[src/rtl/sync_fifo_param.sv]
// rtl/sync_fifo_param.sv - parametrised single-clock FIFO with occupancy, thresholds, flush and sticky error flags
module sync_fifo_param #(
    parameter int DATA_W   = 4,
    parameter int DEPTH    = 4,
    parameter int AF_LEVEL = DEPTH - 1,
    parameter int AE_LEVEL = 1
) (
    input  logic                       clk,
    input  logic                       reset,
    input  logic                       wr_en,
    input  logic [DATA_W-1:0]          wr_data,
    input  logic                       rd_en,
    input  logic                       flush,
    output logic [DATA_W-1:0]          rd_data,
    output logic                       rd_valid,
    output logic [$clog2(DEPTH):0]     count,
    output logic                       empty_flag,
    output logic                       full_flag,
    output logic                       almost_full,
    output logic                       almost_empty,
    output logic                       overflow,
    output logic                       underflow
);

    localparam int ADDR_W = $clog2(DEPTH);
    localparam logic [ADDR_W:0] DEPTH_C = (ADDR_W+1)'(DEPTH);
    localparam logic [ADDR_W:0] AF_C    = (ADDR_W+1)'(AF_LEVEL);
    localparam logic [ADDR_W:0] AE_C    = (ADDR_W+1)'(AE_LEVEL);
    localparam logic [ADDR_W:0] ONE_C   = (ADDR_W+1)'(1);

    logic [DATA_W-1:0] mem [DEPTH];
    logic [ADDR_W-1:0] wr_ptr;
    logic [ADDR_W-1:0] rd_ptr;
    logic              rd_acc;
    logic              wr_acc;

    // Flags come straight from the count register, so no input reaches an output combinationally
    assign empty_flag   = (count == '0);
    assign full_flag    = (count == DEPTH_C);
    assign almost_full  = (count >= AF_C);
    assign almost_empty = (count <= AE_C);

    // A full FIFO can still take a write when a read frees a slot on the same edge
    assign rd_acc = rd_en & ~empty_flag;
    assign wr_acc = wr_en & (~full_flag | rd_acc);

    always_ff @(posedge clk) begin
        if (!reset && !flush && wr_acc) begin
            mem[wr_ptr] <= wr_data;
        end
    end

    always_ff @(posedge clk) begin
        if (reset) begin
            wr_ptr    <= '0;
            rd_ptr    <= '0;
            count     <= '0;
            rd_data   <= '0;
            rd_valid  <= 1'b0;
            overflow  <= 1'b0;
            underflow <= 1'b0;
        end else if (flush) begin
            wr_ptr    <= '0;
            rd_ptr    <= '0;
            count     <= '0;
            rd_valid  <= 1'b0;
            overflow  <= 1'b0;
            underflow <= 1'b0;
        end else begin
            rd_valid <= rd_acc;
            if (rd_acc) begin
                rd_data <= mem[rd_ptr];
                rd_ptr  <= rd_ptr + ADDR_W'(1);
            end
            if (wr_acc) begin
                wr_ptr <= wr_ptr + ADDR_W'(1);
            end
            case ({wr_acc, rd_acc})
                2'b10:   count <= count + ONE_C;
                2'b01:   count <= count - ONE_C;
                default: count <= count;
            endcase
            if (wr_en && !wr_acc) begin
                overflow <= 1'b1;
            end
            if (rd_en && !rd_acc) begin
                underflow <= 1'b1;
            end
        end
    end

endmodule

[config.mk]
export PLATFORM = sky130hd
export DESIGN_NAME = sync_fifo_param
export DESIGN_NICKNAME = d
export VERILOG_FILES = /design/src/rtl/sync_fifo_param.sv
export SDC_FILE = /design/constraint.sdc
export NUM_CORES = 1
export LEC_CHECK = 0
export ABC_AREA = 1
export CAP_MARGIN = 40
export CORE_MARGIN = 4
export CORE_UTILIZATION = 35
export DETAILED_ROUTE_END_ITERATION = 6
export PLACE_DENSITY = 0.65
export SLEW_MARGIN = 40
export SYNTH_ARGS = -nofsm -noshare
export SYNTH_HDL_FRONTEND = slang
export SYNTH_SLANG_ARGS = --single-unit
[constraint.sdc]
create_clock -name clk -period 2.2 [get_ports clk]
set_clock_uncertainty 0.1 [all_clocks]
set_input_delay 0.44 -clock clk [delete_from_list [all_inputs] [get_ports clk]]
set_output_delay 0.44 -clock clk [all_outputs]
set_load 0.01 [all_outputs]
==> results.ini, run 1 <==
[run_status]
status=finished clean

[sta]
period_minus_slack_ns=2.14
final.setup.worst_slack_ns=0.0615
rsz0062_at_grt=no
holdWs_ns=0.366
max_freq_mhz=468
finalHoldViolCount=0
tightestPinTransition_ns=0.334
setup_tns_ns=0
setup_viol=0
relSlewSlack_pct=77.7
period_share_pct=97.2
drv_slew=0

[drt]
vias=1039
first_pass_iters=4
drc_errors=0
first_iter_violations=44
routed_wl_um=2720
ant_nets=0
vias_per_cell=4.50
wl_per_cell_um=11.8

[yosys]
yosysWarnings=0
synth_seq_cells=30
syn_avg_cell_area_um2=9.27
synth.distinct_cells=19
synthesis.nets=168
syn_inst=150
ys_seq_area_share_pct=54.7
syn_area_um2=1390

[floorplan]
start_util_pct=37.1
rows=22
die_x_um=71.0
design.core.area_um2=3740
dieArea_um2=5040
ioPinCount=23
die_h_um=71.0

[critical_path]
crit_arrival_ns=1.60
critPathSlowestCell=clkdlybuf4s50_1
rrSetupSlack_ns=0.53
cpPeakStageDelay_ns=0.47
path_cells=inv_2 -> ha_1 -> a21oi_1 -> nor2_1 -> clkdlybuf4s50_1
critPathKind=reg2out
cp-start-kind=flop
critPathRequiredTime_ns=1.66
worstPathMaxFanout=5
rr_worst_depth=5
setup.worst_path.end_class=output pin
rr_endpoint=mem[0][0]
critPathBufInv=2
rr_startpoint=count[1]
crit_family=buffers and inverters

[placed_design]
place_ws_ns=0.140
place_congestion=0.833
place_area_um2=1700
port-buffer-count=22
hpwl_um=2200

[global_routing]
grt_pass1_vias=1035
antenna_found_initial=0
overflow=0
grt.total_usage_pct=11.5
grt_max_degree=11
grt_pass1_wl_um=4570

[final_layout]
antenna_cells=0
fin_util_pct=47.9
drive_above_1_share_pct=12.6
area_growth_pct=28.9
postLayoutCellArea_um2=1790
mostFrequentLayoutCells=nand2_1 (23), nor2_1 (21), clkdlybuf4s50_1 (21), inv_1 (18), edfxtp_1 (16)
final_common_cell=nand2_1
nFillCells=363
final_nets=200

[hold_path]
holdPathStages=1
min_path_type=reg2reg
min_from=overflow
min_to=overflow

[power]
powerDensity_nw_per_um2=665
p_leak_uw=0.000744
ir_drop_mv=0.317

[cts]
postCtsResizedCells=3
h-tree-depth=2
cts.sinks=30
insertion_delay_ns=0.27
cts_buffers=5
ctsHoldBuffers=0
clkTransAtPathRegs_ns=0.06
cts_tree=yes
ctsRootBufferMaster=clkbuf_8
cts_setup_buffers=0
clockBufferDepth=2

[flow_run]
drv_cap=0

## stage by stage
stage | instances | power, uW
global route | 231 | 1250
detailed placement | 223 | 795
finish | 231 | 1190
global placement | 223 | 790
CTS | 231 | 1200
floorplan | 150 | 715
## area by class of cell
| type | instances | area [um^2] | area share [%] |
|---|---|---|---|
| tap | 48 | 60.1 | 3.35 |
| inverter | 23 | 86.3 | 4.82 |
| sequential | 30 | 762 | 42.5 |
| multi-input combinational | 96 | 551 | 30.7 |
| clock buffer | 8 | 80.1 | 4.47 |
| timing repair buffer | 26 | 253 | 14.1 |
## cells in the mapped netlist
| cell type | number | area [um^2] |
|---|---|---|
| nand2_1 | 23 | 86.3 |
| ha_1 | 9 | 113 |
| o211ai_1 | 1 | 7.51 |
| buf_2 | 1 | 5.00 |
| dfxtp_1 | 14 | 280 |
| nor2_1 | 21 | 78.8 |
| o21ai_1 | 8 | 40.0 |
| nand2_4 | 2 | 22.5 |
| nand2_2 | 1 | 6.26 |
| o21a_1 | 2 | 15.0 |
| o22ai_1 | 1 | 6.26 |
| o21ai_0 | 9 | 45.0 |
| edfxtp_1 | 16 | 480 |
| nand3_2 | 2 | 20.0 |
| nand3_1 | 7 | 35.0 |
| a21oi_1 | 8 | 40.0 |
| inv_1 | 20 | 75.1 |
| nor2_4 | 2 | 22.5 |
| inv_2 | 3 | 11.3 |
## state kept, by name, indices dropped and copies added, names as in the netlist
| signal | cells |
|---|---|
| count | 3 |
| mem | 16 |
| overflow | 1 |
| rd_data | 4 |
| rd_ptr | 2 |
| rd_valid | 1 |
| underflow | 1 |
| wr_ptr | 2 |
## worst max path at each step
stage / from / endpoint / slack [ns] / depth (start not counted)
after floorplan: count[0] / mem[0][0] / 0.45 / 5
after global placement: flush / mem[2][2] / 0.22 / 4
after detailed placement: flush / mem[0][1] / 0.14 / 4
after CTS: count[0] / empty_flag / 0.01 / 5
after global routing: count[1] / almost_empty / 0.02 / 5
final: count[1] / almost_empty / 0.06 / 5
## routing by layer
metal / vias to the layer above / GRT usage, % / part of all wire (%) / wire length (um)
met4: 0 / 2.51 / 0.66 / 18
met5: - / 0 / 0 / 0
met1: 470 / 12.8 / 43 / 1180
met2: 17 / 20.4 / 51 / 1400
met3: 3 / 4.97 / 4.6 / 126
li1: 549 / - / - / -
## cell families after synthesis
logic type,Yosys count,share of synthesized area [%]
flip-flops,30,54.7
buffers and inverters,24,6.57
AO/OA/AOI/OAI,29,11.1
AND/OR/NAND/NOR,58,19.5
adder cells (fa/ha/maj),9,8.10
## report_power, final
| part | switching [uW] | leakage (uW) | total [uW] | internal [uW] |
|---|---|---|---|---|
| Clock | 181 | 0.0000395 | 405 | 224 |
| Combinational | 91.7 | 0.000445 | 172 | 80.2 |
| Sequential | 10.5 | 0.000259 | 615 | 605 |
Note: power is estimated with default switching activity, not from simulation.
==> run 2: changes to the inputs <==
--- a/config.mk
+++ b/config.mk
@@ -11,7 +11,7 @@
 export CORE_UTILIZATION = 35
 export DETAILED_ROUTE_END_ITERATION = 6
 export PLACE_DENSITY = 0.65
-export SLEW_MARGIN = 40
+export SLEW_MARGIN = 20
 export SYNTH_ARGS = -nofsm -noshare
 export SYNTH_HDL_FRONTEND = slang
 export SYNTH_SLANG_ARGS = --single-unit
==> results of run 2 <==
Final layout, timing and power as in run 1 (identical DEF).
